`config.mk`:
```
export PLATFORM = sky130hd
export DESIGN_NAME = bram_burst_writer
export DESIGN_NICKNAME = d
export VERILOG_FILES = /design/src/rtl/bram_burst_writer.sv
export SDC_FILE = /design/constraint.sdc
export NUM_CORES = 1
export LEC_CHECK = 0
export ABC_CLOCK_PERIOD_IN_PS = 2800
export CAP_MARGIN = 10
export CORE_UTILIZATION = 48
export DETAILED_ROUTE_END_ITERATION = 8
export MAX_ROUTING_LAYER = met4
export PLACE_DENSITY = 0.86
export SYNTH_ARGS = -nofsm -noshare
export SYNTH_HDL_FRONTEND = slang
export SYNTH_SLANG_ARGS = --single-unit
```
`constraint.sdc`:
```
create_clock -name clka -period 2.8 [get_ports clka]
set_clock_uncertainty 0.2 [all_clocks]
set_input_delay 0.56 -clock clka [delete_from_list [all_inputs] [get_ports clka]]
set_output_delay 0.56 -clock clka [all_outputs]
set_load 0.01 [all_outputs]
```
`src/rtl/bram_burst_writer.sv`:
```
// bram_burst_writer: write-side front end for a simple dual-port BRAM.
// Accepts a burst command (base address, length-1) and a data stream with
// a last marker. Turns accepted beats into registered ena/addra/dina writes.
// Checks the stream framing against the commanded length and reports the
// outcome with a one-cycle done pulse plus error flags and a beat count.
//
// Handshake semantics: a transfer happens on a rising clka edge when both
// valid and ready are high. Ready never depends on valid. Once the source
// raises valid, it holds valid and its payload stable until the transfer.
// cmd_ready is high only in IDLE. s_ready is high only in WRITE and DRAIN.
module bram_burst_writer #(
  parameter int DATA_WIDTH = 32,
  parameter int ADDR_WIDTH = 10
) (
  input  logic                  clka,
  input  logic                  rst_n,
  input  logic                  cmd_valid,
  output logic                  cmd_ready,
  input  logic [ADDR_WIDTH-1:0] cmd_addr,
  input  logic [ADDR_WIDTH-1:0] cmd_len,
  input  logic                  s_valid,
  output logic                  s_ready,
  input  logic [DATA_WIDTH-1:0] s_data,
  input  logic                  s_last,
  output logic                  ena,
  output logic [ADDR_WIDTH-1:0] addra,
  output logic [DATA_WIDTH-1:0] dina,
  output logic                  busy,
  output logic                  done,
  output logic                  err_short,
  output logic                  err_long,
  output logic [ADDR_WIDTH:0]   wr_count
);

  localparam logic [1:0] IDLE  = 2'd0;
  localparam logic [1:0] WRITE = 2'd1;
  localparam logic [1:0] DRAIN = 2'd2;

  localparam logic [ADDR_WIDTH-1:0] ADDR_ONE = {{(ADDR_WIDTH-1){1'b0}}, 1'b1};
  localparam logic [ADDR_WIDTH:0]   CNT_ONE  = {{ADDR_WIDTH{1'b0}}, 1'b1};

  logic [1:0]            state;
  logic [ADDR_WIDTH-1:0] ptr;        // next BRAM address to write
  logic [ADDR_WIDTH-1:0] remaining;  // beats left after the current one
  logic [ADDR_WIDTH:0]   beat_cnt;   // beats written so far in this burst

  logic cmd_hs;
  logic wr_hs;
  logic drain_hs;
  logic at_final;

  // Ready signals and busy come from state alone.
  assign cmd_ready = (state == IDLE);
  assign s_ready   = (state == WRITE) || (state == DRAIN);
  assign busy      = (state != IDLE);

  assign cmd_hs   = cmd_valid && cmd_ready;
  assign wr_hs    = (state == WRITE) && s_valid;
  assign drain_hs = (state == DRAIN) && s_valid;
  // The current beat is the last one the command allows.
  assign at_final = (remaining == '0);

  // Burst sequencing: command latch, length tracking, overrun drain.
  always_ff @(posedge clka) begin
    if (!rst_n) begin
      state     <= IDLE;
      ptr       <= '0;
      remaining <= '0;
      beat_cnt  <= '0;
    end else begin
      case (state)
        IDLE: begin
          if (cmd_hs) begin
            ptr       <= cmd_addr;
            remaining <= cmd_len;
            beat_cnt  <= '0;
            state     <= WRITE;
          end
        end
        WRITE: begin
          if (wr_hs) begin
            // The pointer wraps naturally at 2^ADDR_WIDTH.
            ptr      <= ptr + ADDR_ONE;
            beat_cnt <= beat_cnt + CNT_ONE;
            if (s_last) begin
              state <= IDLE;
            end else if (at_final) begin
              // Too many beats: swallow the rest of the packet.
              state <= DRAIN;
            end else begin
              remaining <= remaining - ADDR_ONE;
            end
          end
        end
        DRAIN: begin
          if (drain_hs && s_last) begin
            state <= IDLE;
          end
        end
        default: state <= IDLE;
      endcase
    end
  end

  // BRAM write port: one registered write per beat accepted in WRITE.
  always_ff @(posedge clka) begin
    if (!rst_n) begin
      ena   <= 1'b0;
      addra <= '0;
      dina  <= '0;
    end else begin
      ena <= wr_hs;
      if (wr_hs) begin
        addra <= ptr;
        dina  <= s_data;
      end
    end
  end

  // Completion status: one-cycle pulses; wr_count holds between bursts.
  always_ff @(posedge clka) begin
    if (!rst_n) begin
      done      <= 1'b0;
      err_short <= 1'b0;
      err_long  <= 1'b0;
      wr_count  <= '0;
    end else begin
      done      <= 1'b0;
      err_short <= 1'b0;
      err_long  <= 1'b0;
      if (wr_hs && s_last) begin
        // Normal or short end. The count includes the beat being written now.
        done      <= 1'b1;
        err_short <= !at_final;
        wr_count  <= beat_cnt + CNT_ONE;
      end else if (drain_hs && s_last) begin
        // Long end. beat_cnt already holds cmd_len+1 written beats.
        done     <= 1'b1;
        err_long <= 1'b1;
        wr_count <= beat_cnt;
      end
    end
  end

endmodule

```
-- Yosys cells after proc, flatten, opt, wreduce, memory -nomap -nowiden
Cells that the tools add are included.
- $add $sub $neg: 3
- equal/unequal tests: 8
- muxes and demuxes: 21
- bitwise operators: 1
- reduce and logical (&&, ||, !) cells: 17
- operators by type and width (operator ; count):
    $mux W10 ; 6
    $mux W11 ; 4
    $pmux W10 S2 ; 2
    $pmux W11 S2 ; 1
    $add A11 B1 Y11 const B ; 1
    $add A10 B1 Y10 const B ; 1
    $logic_not A10 Y1 ; 1
    $mux W2 ; 5
    $sub A10 B1 Y10 const B ; 1
    $ne A2 B2 Y1 const B ; 3
    $pmux W2 S3 ; 1
    $reduce_bool A2 Y1 ; 3
    $logic_and A1 B1 Y1 ; 5
    $reduce_and A5 Y1 ; 1
    $ne A2 B1 Y1 const B ; 2
    $reduce_and A4 Y1 ; 1
    $ne A3 B3 Y1 const B ; 1
    $reduce_and A3 Y1 ; 1
    $eq A2 B1 Y1 const B ; 1
    $eq A2 B2 Y1 const B ; 1
    $logic_not A2 Y1 ; 1
    $mux W1 ; 2
    $reduce_and A2 Y1 ; 1
    $reduce_or A2 Y1 ; 1
    3 further kinds ; 3
- register bits after elaboration: 90
- input port bits: 57
- output and inout bits: 60
- word-level logic and storage cells: 61

-- Depth between registers and ports, before layout
- depth in word-level cells: 5
- depth in mapped cells: 9
- gate-level depth less buffers: 6

-- Worst setup path before layout
OpenSTA, ideal clock, no wires.
- kind: register to register
- start: register remaining[0]
- end: register remaining[0]
- library setup time: 0.118 ns
- arrival time: 1.703 ns
- data required time: 2.482 ns
- slack: 0.780 ns
- cell stages (with the launch flop): 9
- buffers on the path: 2
- clock period less this slack: 2.020 ns
- cell sequence: dfxtp_1 inv_1 ha_1 nor4b_4 and4_1 buf_6 or2_4 buf_6 o221a_4
- longest elaborated chain between the ends: 5
- elaborated cells between the ends (all ways): 8
- classes of those cells: 1 x add/sub; 1 x eq/ne; 4 x mux; 2 x reduce/logical
- RTL lines (item ; RTL line ; source):
    from (decl) ; 44 ; logic [ADDR_WIDTH-1:0] remaining;
    from (signal assigned) ; 75 ; remaining <= cmd_len;
    from (signal assigned) ; 91 ; remaining <= remaining - ADDR_ONE;
    $sub A10 B1 Y10 ; 91 ;
    $mux W10 ; 87 ; end else if (at_final) begin
    $mux W10 ; 85 ; if (s_last) begin
    $mux W10 ; 81 ; if (wr_hs) begin
    $pmux W10 S2 ; 71 ; case (state)
Several ways; a longest one is shown, not always the timed one. The select of a mux whose other input is x is not followed.
A chain may end at the register's enable or synchronous reset.

-- Worst setup path after layout
- start: register state[0]
- end: output port busy
- longest elaborated chain between the ends: 1
- RTL lines (item ; RTL line ; source):
    from (decl) ; 42 ; logic [1:0] state;
    from (signal assigned) ; 66 ; state <= IDLE;
    from (signal assigned) ; 77 ; state <= WRITE;
    from (signal assigned) ; 86 ; state <= IDLE;
    $reduce_bool A2 Y1 ; 55 ; assign busy = (state != IDLE);
    to (decl) ; 28 ; output logic busy,
No other way between the ends.

==> results.sh <==
export IMPL_crit_path_start_kind="flip-flop"
export IMPL_synth_nets=507
export IMPL_worst_ep_required_time_ps=2040
export IMPL_cp_num_cells=4
export IMPL_arrival_ps=1640
export IMPL_dr_total_vias=3889
export IMPL_yosysSeqAreaShare_pct=44.0
export IMPL_syn_avg_cell_area_um2=9.24
export IMPL_ys_ff_latch=90
export IMPL_cts_sinks=90
export IMPL_antenna_found_initial=0
export IMPL_maxSlewViolCount=0
export IMPL_min_period_over_period_pct=85.6
export IMPL_start_util_pct=49.8
export IMPL_drv_cap=0
export IMPL_drt_iter0_markers=214
export IMPL_synth_edf_count=0
export IMPL_clock_path_buffers=2
export IMPL_hold_depth=2
export IMPL_setup_violations=0
export IMPL_cts_tree="yes"
export IMPL_irDropWorstVdd_mv=0.871
export IMPL_synth_compound_area_share_pct=28.3
export IMPL_synthArstFlopShare_pct=0
export IMPL_drt_antenna_violating_nets=0
export IMPL_p_total_mw=4.60
export IMPL_synth_area_mux_share_pct=2.08
export IMPL_status="complete, no violations"
export IMPL_io_pin_count=117
export IMPL_fin_crit_ps=2400
export IMPL_place_inst=640
export IMPL_cpMaxStageDelayCell="clkdlybuf4s50_1"
export IMPL_die_area_um2=8900
export IMPL_hold_buffers=0
export IMPL_dp_hpwl_um=7570
export IMPL_numCtsBuffers=9
export IMPL_yosys_area_share_adder_pct=2.14
export IMPL_r2r_start="state[1]"
export IMPL_power_leakage_nw=2.00
export IMPL_cp_buffers_inverters=3
export IMPL_yosys_warnings=0
export IMPL_hp_class="reg2reg"
export IMPL_path_cells="inv_1, ha_1, inv_1, clkdlybuf4s50_1"
export IMPL_yosys_area_top_type="dfxtp_1"
export IMPL_ys_top_cells_by_area="dfxtp_1, a22o_1, a21oi_1"
export IMPL_io_buffers=116
export IMPL_hold_viol_final=0
export IMPL_routedWlPerCell_um=16.2
export IMPL_cts_root_buffer="clkbuf_8"
export IMPL_synth_area_um2=4090
export IMPL_r2r_slack_ps=510
export IMPL_dr_pass1_iters=5
export IMPL_synth_top_family_by_area="compound AO/OA/AOI/OAI gates"
export IMPL_crit_path_start="state[0]"
export IMPL_synth_ff_type="dfxtp_1"
export IMPL_yosys_area_share_simple_pct=17.3
export IMPL_crit_top_cell="inv_1"
export IMPL_critical_path_top_delay_family="buffers and inverters"
export IMPL_power_density_nw_per_um2=834
export IMPL_cp_end_kind="output port"
export IMPL_layoutNonFillerInstCount=656
export IMPL_area_growth_pct=34.8
export IMPL_grt_pass1_wl_um=16900
export IMPL_die_y_um=94.3
export IMPL_clk_pin_slew_ps=100
export IMPL_coreArea_um2=8220
export IMPL_grt_pass1_vias=3509
export IMPL_netlist_area_leader_share_pct=44.0
export IMPL_dieWidth_um=94.3
export IMPL_fin_util_pct=67.1
export IMPL_synth_most_common_cell="dfxtp_1"
export IMPL_layout_nets=610
export IMPL_diodes=0
export IMPL_fin_setup_tns_ps=0
export IMPL_worst_pin_slew_ps=713
export IMPL_synth_cells=443
export IMPL_critical_path_endpoint="busy"
export IMPL_htreeDepth=3
export IMPL_grt_max_degree=44
export IMPL_rsz0062_at_grt="false"
export IMPL_gp_congestion=0.935
export IMPL_synth_xor_area_share_pct=0.428
export IMPL_reg2reg_to="remaining[2]"
export IMPL_clock_fmax_ghz=0.417
export IMPL_path_class="reg2out"
export IMPL_clk_latency_ps=350
export IMPL_globalRoute_totalOverflow=0
export IMPL_post_cts_buffers=0
export IMPL_vias_per_cell=5.93
export IMPL_drive_gt1_share_pct=8.71
export IMPL_cts_resized=0
export IMPL_row_count=33
export IMPL_route_final_wire_length_um=10700
export IMPL_rr_worst_depth=6
export IMPL_timing_hold_ws_ps=280
export IMPL_drc=0
export IMPL_synth_cell_type_count=58
export IMPL_slew_headroom_pct=52.1
export IMPL_cp_max_fo=5
export IMPL_cpPeakStageDelay_ps=520
export IMPL_synth_commonest_cells="dfxtp_1, a22o_1, a21oi_1"
export IMPL_track_usage_pct=24.7
==> worst min path at each step <==
stage | startpoint | end | slack [ps]
after global routing | dina[30] | dina[30] | 310
after detailed placement | dina[23] | dina[23] | 270
after floorplan | ptr[9] | ptr[9] | 250
after CTS | ptr[9] | ptr[9] | 280
final | ptr[9] | ptr[9] | 280
after global placement | dina[30] | dina[30] | 260
==> final cells by class <==
| class | count | area (um2) |
|---|---|---|
| Clock buffer | 9 | 124 |
| Sequential cell | 90 | 1800 |
| Fill cell | 657 | 2700 |
| Timing Repair Buffer | 127 | 1270 |
| Tap cell | 105 | 131 |
| Inverter | 11 | 41.3 |
| Multi-Input combinational cell | 307 | 2070 |
| Clock inverter | 7 | 77.6 |
==> cells by family after synthesis <==
kind of cell	count (synthesis)
buffers and inverters	46
AO/OA/AOI/OAI	158
flip-flops	90
multiplexers	8
adder cells (fa/ha/maj)	7
AND/OR/NAND/NOR	132
XOR/XNOR	2
==> flip-flops by register name, summed over array words and instances (netlist names) <==
register	cells
addra	10
beat_cnt	11
dina	32
done	1
ena	1
err_long	1
err_short	1
ptr	10
remaining	10
state	2
wr_count	11
==> power by group <==
group          total, mW  internal [mW]  switching (mW)
clock              0.896          0.417           0.480
sequential          1.73           1.51           0.229
combinational       1.97          0.904            1.07
total               4.60           2.83            1.78
==> tightest hold or removal path: stages (launching register included) <==
cell,delay (ps)
dfxtp_1,340
nand2_1,60
o22ai_1,50
==> layout by cell type, fill, tap and decap left out, types with 3 or more instances in the layout <==
cell type	n
a211oi_1	5
mux2i_1	4
o31ai_1	3
o32ai_2	5
nand3_1	13
nand2b_1	3
dfxtp_1	90
nor4_1	7
nor2_1	25
ha_1	7
nor3_1	13
nor3b_1	4
nand4_1	3
buf_4	9
o21a_1	4
o22ai_1	3
clkbuf_8	9
o221a_2	3
clkdlybuf4s50_1	116
o21ai_0	27
or3_1	9
a31oi_1	6
nor2b_1	6
a41oi_1	3
and2_1	4
a21oi_1	36
mux2_2	4
nand2_1	28
a32oi_1	3
clkinvlp_4	4
and3_1	5
a22o_1	42
inv_1	10
==> metrics by stage <==
step	instance area [um2]	setup WS (ps)
after floorplan	4090	780
after global placement	5310	270
after detailed placement	5310	219
after CTS	5520	386
after global routing	5520	337
final	5520	402
==> routing by layer <==
layer | GRT usage, % | vias up | wire length (um)
li1 | - | 1871 | -
met4 | 8.85 | 0 | 145
met1 | 30.9 | 1826 | 4640
met2 | 40.1 | 176 | 5110
met3 | 3.88 | 16 | 766
met5 | - | - | 0
No activity file was read; power rests on OpenSTA's default activity.
